$ cat src/rtl/ex_alu_mdu.sv
// Execute-stage datapath: forwarding muxes, single-cycle ALU and an optional
// iterative multiply/divide unit enabled by defining EX_ALU_MDU_EN.
module ex_alu_mdu #(
    parameter int XLEN  = 32,
    parameter int CNT_W = $clog2(XLEN) + 1
) (
    input  logic            clk,
    input  logic            rst_n,
    input  logic            ex_valid,
    input  logic            ex_flush,
    input  logic [1:0]      ex_fwd1,
    input  logic [1:0]      ex_fwd2,
    input  logic [XLEN-1:0] ex_rdata1,
    input  logic [XLEN-1:0] ex_rdata_mux,
    input  logic [XLEN-1:0] wb_wdata,
    input  logic [XLEN-1:0] mem_alu_result,
    input  logic [3:0]      ex_aluctl,
    output logic [XLEN-1:0] ex_alu_result,
    output logic            ex_zero,
    output logic            ex_stall,
    output logic            ex_mdu_done
);

    localparam logic [3:0] OP_AND  = 4'b0000;
    localparam logic [3:0] OP_OR   = 4'b0001;
    localparam logic [3:0] OP_ADD  = 4'b0010;
    localparam logic [3:0] OP_SUB  = 4'b0110;
    localparam logic [3:0] OP_SLT  = 4'b0111;
    localparam logic [3:0] OP_NOR  = 4'b1100;
    localparam logic [3:0] OP_SLTU = 4'b1101;

    function automatic logic [XLEN-1:0] fwd_pick(input logic [1:0] sel,
                                                 input logic [XLEN-1:0] reg_val,
                                                 input logic [XLEN-1:0] wb_val,
                                                 input logic [XLEN-1:0] mem_val);
        case (sel)
            2'd0:    fwd_pick = reg_val;
            2'd1:    fwd_pick = wb_val;
            2'd2:    fwd_pick = mem_val;
            default: fwd_pick = '0;
        endcase
    endfunction

    logic [XLEN-1:0] op_a;
    logic [XLEN-1:0] op_b;
    logic [XLEN-1:0] alu_out;
    logic [XLEN-1:0] mdu_result;
    logic            is_mdu_op;
    logic            mdu_idle;

    assign op_a = fwd_pick(ex_fwd1, ex_rdata1, wb_wdata, mem_alu_result);
    assign op_b = fwd_pick(ex_fwd2, ex_rdata_mux, wb_wdata, mem_alu_result);

    always_comb begin
        alu_out = '0;
        case (ex_aluctl)
            OP_AND:  alu_out = op_a & op_b;
            OP_OR:   alu_out = op_a | op_b;
            OP_ADD:  alu_out = op_a + op_b;
            OP_SUB:  alu_out = op_a - op_b;
            OP_NOR:  alu_out = ~(op_a | op_b);
            OP_SLT:  alu_out = {{(XLEN-1){1'b0}}, ($signed(op_a) < $signed(op_b))};
            OP_SLTU: alu_out = {{(XLEN-1){1'b0}}, (op_a < op_b)};
            default: alu_out = '0;
        endcase
    end

`ifdef EX_ALU_MDU_EN
    typedef enum logic [1:0] {
        IDLE = 2'd0,
        BUSY = 2'd1,
        DONE = 2'd2
    } state_t;

    localparam logic [CNT_W-1:0] CNT_LAST = CNT_W'(XLEN - 1);

    state_t          state;
    state_t          state_nxt;
    logic [CNT_W-1:0] cnt;
    logic [XLEN-1:0] acc_hi;
    logic [XLEN-1:0] acc_lo;
    logic [XLEN-1:0] opnd;
    logic [1:0]      mdu_op;
    logic            issue;

    // Multiply: {acc_hi, acc_lo} holds partial product over multiplier; shift right each step.
    logic [XLEN:0]   mul_sum;
    logic [XLEN-1:0] mul_hi;
    logic [XLEN-1:0] mul_lo;
    assign mul_sum = {1'b0, acc_hi} + (acc_lo[0] ? {1'b0, opnd} : {(XLEN+1){1'b0}});
    assign mul_hi  = mul_sum[XLEN:1];
    assign mul_lo  = {mul_sum[0], acc_lo[XLEN-1:1]};

    // Divide: acc_hi is the partial remainder, acc_lo shifts dividend out and quotient in.
    logic [XLEN:0]   div_shift;
    logic            div_ok;
    logic [XLEN-1:0] div_hi;
    logic [XLEN-1:0] div_lo;
    assign div_shift = {acc_hi, acc_lo[XLEN-1]};
    assign div_ok    = (div_shift >= {1'b0, opnd});
    assign div_hi    = div_ok ? (div_shift[XLEN-1:0] - opnd) : div_shift[XLEN-1:0];
    assign div_lo    = {acc_lo[XLEN-2:0], div_ok};

    assign is_mdu_op  = (ex_aluctl[3:2] == 2'b10);
    assign issue      = (state == IDLE) && ex_valid && is_mdu_op && !ex_flush;
    assign mdu_idle   = (state == IDLE);
    assign mdu_result = mdu_op[0] ? acc_hi : acc_lo;

    always_ff @(posedge clk or negedge rst_n) begin
        if (!rst_n) begin
            state <= IDLE;
        end else begin
            state <= state_nxt;
        end
    end

    always_comb begin
        state_nxt   = state;
        ex_stall    = 1'b0;
        ex_mdu_done = 1'b0;
        case (state)
            IDLE: begin
                if (issue) begin
                    state_nxt = BUSY;
                    ex_stall  = 1'b1;
                end
            end
            BUSY: begin
                if (ex_flush) begin
                    state_nxt = IDLE;
                end else begin
                    ex_stall = 1'b1;
                    if (cnt == CNT_LAST) begin
                        state_nxt = DONE;
                    end
                end
            end
            DONE: begin
                state_nxt   = IDLE;
                ex_mdu_done = !ex_flush;
            end
            default: state_nxt = IDLE;
        endcase
    end

    always_ff @(posedge clk or negedge rst_n) begin
        if (!rst_n) begin
            cnt    <= '0;
            acc_hi <= '0;
            acc_lo <= '0;
            opnd   <= '0;
            mdu_op <= '0;
        end else if (issue) begin
            cnt    <= '0;
            mdu_op <= ex_aluctl[1:0];
            acc_hi <= '0;
            acc_lo <= ex_aluctl[1] ? op_a : op_b;
            opnd   <= ex_aluctl[1] ? op_b : op_a;
        end else if (state == BUSY) begin
            cnt    <= cnt + 1'b1;
            acc_hi <= mdu_op[1] ? div_hi : mul_hi;
            acc_lo <= mdu_op[1] ? div_lo : mul_lo;
        end
    end
`else
    logic             unused_ports;
    logic [CNT_W-1:0] unused_cnt;
    assign unused_ports = ^{clk, rst_n, ex_flush};
    assign unused_cnt   = '0;
    assign is_mdu_op    = 1'b0;
    assign mdu_idle     = 1'b1;
    assign mdu_result   = '0;
    assign ex_stall     = 1'b0;
    assign ex_mdu_done  = 1'b0;
`endif

    // Result is only meaningful for a live single-cycle op in IDLE or a presented MDU result.
    always_comb begin
        ex_alu_result = '0;
        ex_zero       = 1'b0;
        if (ex_mdu_done) begin
            ex_alu_result = mdu_result;
            ex_zero       = (mdu_result == '0);
        end else if (mdu_idle && ex_valid && !is_mdu_op) begin
            ex_alu_result = alu_out;
            ex_zero       = (alu_out == '0);
        end
    end

endmodule

$ cat config.mk
export PLATFORM = sky130hd
export DESIGN_NAME = ex_alu_mdu
export DESIGN_NICKNAME = d
export VERILOG_FILES = /design/src/rtl/ex_alu_mdu.sv
export SDC_FILE = /design/constraint.sdc
export NUM_CORES = 1
export LEC_CHECK = 0
export CAP_MARGIN = 20
export CORE_AREA = 2 2 161 163
export DETAILED_ROUTE_END_ITERATION = 8
export DIE_AREA = 0 0 163 165
export GPL_TIMING_DRIVEN = 0
export PLACE_DENSITY = 0.62
export RECOVER_POWER = 50
export SYNTH_ARGS = -nofsm -noshare
export SYNTH_HDL_FRONTEND = slang
export SYNTH_SLANG_ARGS = --single-unit
$ cat constraint.sdc
create_clock -name vclk -period 8.1
set_clock_uncertainty 0.15 [all_clocks]
set_input_delay 1.62 -clock vclk [all_inputs]
set_output_delay 1.62 -clock vclk [all_outputs]
set_load 0.05 [all_outputs]
### Word level (Yosys, flattened, before mapping)

Cells that the tools add are included.
Widths: inputs -> output; s select.

* $add $sub $neg: 2
* bitwise operators: 3
* muxes and demuxes: 5
* equality and inequality tests: 10
* reductions and logical operators: 4
* $lt $le $gt $ge: 2

Operators by type and width (count)
* $pmux 32 s7: 1
* $pmux 32 s3: 2
* $lt 32x32->1: 2
* $add 32x32->32: 1
* $and 32x32->32: 1
* $logic_not 32->1: 1
* $mux 32: 1
* $not 32->32: 1
* $or 32x32->32: 1
* $sub 32x32->32: 1
* $eq 4x3->1 const B: 2
* $eq 4x4->1 const B: 2
* $eq 2x1->1 const B: 2
* $eq 2x2->1 const B: 2
* $eq 4x1->1 const B: 1
* $eq 4x2->1 const B: 1
* $logic_not 2->1: 2
* $logic_not 4->1: 1
* $mux 1: 1

* bits of input ports: 140
* output and inout bits: 35
* flip-flop bits (word level): 0

### Depth between registers and ports, before layout

* depth after elaboration: 7
* mapped depth: 20
* depth with buffers taken out: 18

### Least setup slack after synthesis

Ideal clock, no wire load.

* kind: input to output
* from: input ex_fwd1[0]
* to: output ex_zero
* stages on the path: 19
* slack: 0.152 ns
* path buffers: 2
* data arrival time: 6.178 ns
* cell sequence: clkbuf_1 > clkbuf_1 > mux2i_1 > nor2_1 > a21oi_1 > ha_1 > inv_1 > fa_1 > nor2b_1 > o311a_1 > or2_1 > a31o_2 > nand2_1 > a21oi_2 > a311oi_1 > mux2_2 > a2111oi_2 > and4_1 > and3b_1

* cells in the longest elaborated chain, start to end: 7
* elaborated cells between the ends (all ways): 14
* those cells by class: 2 x add/sub; 2 x order compare; 2 x eq/ne; 3 x mux; 3 x bitwise; 2 x reduce/logical

RTL lines
* start, declared: line 11 `input logic [1:0] ex_fwd1,`
* $eq 2x2->1, or another cell as far along: line 36 `case (sel)`
* $pmux 32 s3 (*): line 36
* parallel branches: the longest is 2 deep, another holds $sub 32x32->32
* $pmux 32 s7 (*): line 56 `case (ex_aluctl)`
* $logic_not 32->1 (*): line 186 `ex_zero = (alu_out == '0);`
* $mux 1 (*): line 184 `end else if (mdu_idle && ex_valid && !is_mdu_op) begin`
* end, declared: line 19 `output logic ex_zero,`

Every way passes the cells marked *.

### Final worst setup path

Ends and elaborated chain as after synthesis.

==> results.sh <==
export IMPL_run_status="complete, but fails checks"
export IMPL_violations="setup timing"
export IMPL_ir_drop_uv=40.7
export IMPL_gp_congestion=1.00
export IMPL_grt_pass1_vias=9275
export IMPL_drc=0
export IMPL_filler_cell_count=2674
export IMPL_globalRouteMet2Util_pct=46.6
export IMPL_worstPathArrival_ps=6450
export IMPL_viasPerCell=5.90
export IMPL_postRouteAntennaNets=0
export IMPL_fin_ws_ps=-122
export IMPL_post_route_min_period_ps=8220
export IMPL_fp_dieW_um=163
export IMPL_seq_area_um2=0
export IMPL_antenna_found_initial=1
export IMPL_io_pins=175
export IMPL_gr_usage_met1_pct=36.1
export IMPL_syn_area_mm2=0.00746
export IMPL_clock_fmax_mhz=122
export IMPL_crit_type="input pin to primary output"
export IMPL_cp_end_kind="primary output"
export IMPL_row_count=58
export IMPL_worstPathRequired_ps=6330
export IMPL_synth_distinct_cells=101
export IMPL_fin_crit_sh_pct=102
export IMPL_grtUsageTotal_pct=27.4
export IMPL_worstSetupStartpoint="ex_fwd1[0]"
export IMPL_max_slew_worst_pin_slew_ps=819
export IMPL_layout_common_cells="nor2_1, clkdlybuf4s50_1, a21oi_1, ha_1, inv_1"
export IMPL_syn_to_final_growth_pct=30.7
export IMPL_path_cells="clkbuf_2 > clkbuf_4 > buf_12 > mux2i_1 > nor2_1 > a21oi_2 > ha_2 > inv_1 > fa_1 > nor2b_1 > o311a_1 > o311ai_0 > nand2b_1 > a221o_1 > a22o_1 > nor4_4 > nand3_2 > nor4_4 > and4_1 > and3b_1 > buf_6"
export IMPL_fin_area_mm2=0.00975
export IMPL_final_common_cell="nor2_1"
export IMPL_setup_viol=1
export IMPL_hold_violations=0
export IMPL_avgRoutedWirePerCell_um=23.5
export IMPL_multi_input_area_mm2=0.00687
export IMPL_core_area_mm2=0.0250
export IMPL_grt_max_degree=11
export IMPL_seq_cells=0
export IMPL_relSlewSlack_pct=45.4
export IMPL_cpPeakStageDelay_ps=460
export IMPL_syn_mean_instance_area_um2=6.62
export IMPL_drt_first_pass_iters=6
export IMPL_dp_hpwl_um=30200
export IMPL_use_met3_pct=2.24
export IMPL_top_usage_layer="met2"
export IMPL_vias=9585
export IMPL_first_iter_violations=846
export IMPL_ys_warn_count=0
export IMPL_crit_path_start_kind="input pin"
export IMPL_grt_pass1_wl_um=56200
export IMPL_timing_critical_path_mode_cell="nor4_4"
export IMPL_nClkBuffers=0
export IMPL_drive_gt1_share_pct=9.43
export IMPL_maxCapViolCount=0
export IMPL_setup_tns_ps=-122
export IMPL_diodes=0
export IMPL_syn_inst=1127
export IMPL_hold_class="input pin to primary output"
export IMPL_synth_seq_area_share_pct=0
export IMPL_rsz0062_at_grt="true"
export IMPL_grt_overflow_total=0
export IMPL_leakage_nw=4.39
export IMPL_start_util_pct=29.8
export IMPL_nets=1534
export IMPL_cpMaxStageDelayCell="fa_1"
export IMPL_dpl_cell_area_mm2=0.00955
export IMPL_cts_hold_fix_buffers=0
export IMPL_crit_path_max_fanout=9
export IMPL_min_from="ex_aluctl[0]"
export IMPL_dieArea_mm2=0.0269
export IMPL_wirelength_um=38100
export IMPL_power_density_mw_per_mm2=96.5
export IMPL_drv_slew=0
export IMPL_numPortBuffers=163
export IMPL_die_y_um=165
through the flow:
step / setup WS [ps] / instances / power, W / hold slack [ps] / util, %
floorplan: 152 / 1128 / 0.000593 / 3530 / -
global placement: -2150 / 1621 / 0.000899 / 4450 / 38.0
detailed placement: -1730 / 1624 / 0.000899 / 4440 / 38.2
CTS: -89.7 / 1625 / 0.000919 / 4390 / 38.7
global route: -356 / 1624 / 0.00101 / 4370 / 38.9
finish: -122 / 1624 / 0.000941 / 4280 / 38.9
area by class of cell:
class	instances	area share [%]
Buffer	85	4.52
Tap cell	330	4.24
Inverter	96	3.70
Multi-Input combinational cell	946	70.4
Timing Repair Buffer	167	17.1
where the power goes:
part / leakage (nW) / switching [W] / internal, W
sequential: 0 / 0 / 0
combinational: 4.39 / 0.000592 / 0.000349
clock: 0 / 0 / 0
total: 4.39 / 0.000592 / 0.000349
worst max-delay path: cells and delay by family:
family                     cells  cell delay [ps]
AOI/OAI and AO/OA              5             1440
adders and majority gates      2              700
buffers and inverters          5              750
and+or+nand+nor                8             1760
muxes                          1              180
layer usage:
layer	vias up	part of all wire, %
met1	4546	42
met3	79	7.6
met2	481	46
met5	-	0
li1	4479	-
met4	0	4.1
cells in the mapped netlist, types with 17 or more instances:
cell type	number	area (um^2)
clkbuf_1	51	191
buf_2	18	90.1
nor2b_1	17	106
a22oi_1	37	278
and2_1	24	150
nand2_1	60	225
o21ai_0	40	200
nor3_1	20	100
nor2_1	140	526
o22ai_1	25	156
inv_1	90	338
a21oi_1	100	500
ha_1	96	1200
mux2i_1	67	671
a21o_1	34	255
nand3_1	21	105
cell families (layout without fill, tap and decap cells):
kind of cell / after synthesis / after routing / synth area share (%)
AO/OA/AOI/OAI: 401 / 401 / 38.9
AND/OR/NAND/NOR: 370 / 370 / 24.5
buffers and inverters: 182 / 348 / 9.96
adder cells (fa/ha/maj): 98 / 98 / 16.6
multiplexers: 68 / 68 / 9.14
XOR/XNOR: 7 / 7 / 0.822
other: 1 / 2 / 0.0503
timing repair:
action                     CTS  global route
pin swaps                    4             1
resized for setup           63            44
setup endpoints to repair   24            19
setup buffers                1             0
worst paths after layout:
kind                             to  depth (start not counted)  slack (ps)
setup / recovery            ex_zero                         21        -120
hold / removal    ex_alu_result[30]                          7        4280
No activity file was read; power rests on OpenSTA's default activity.
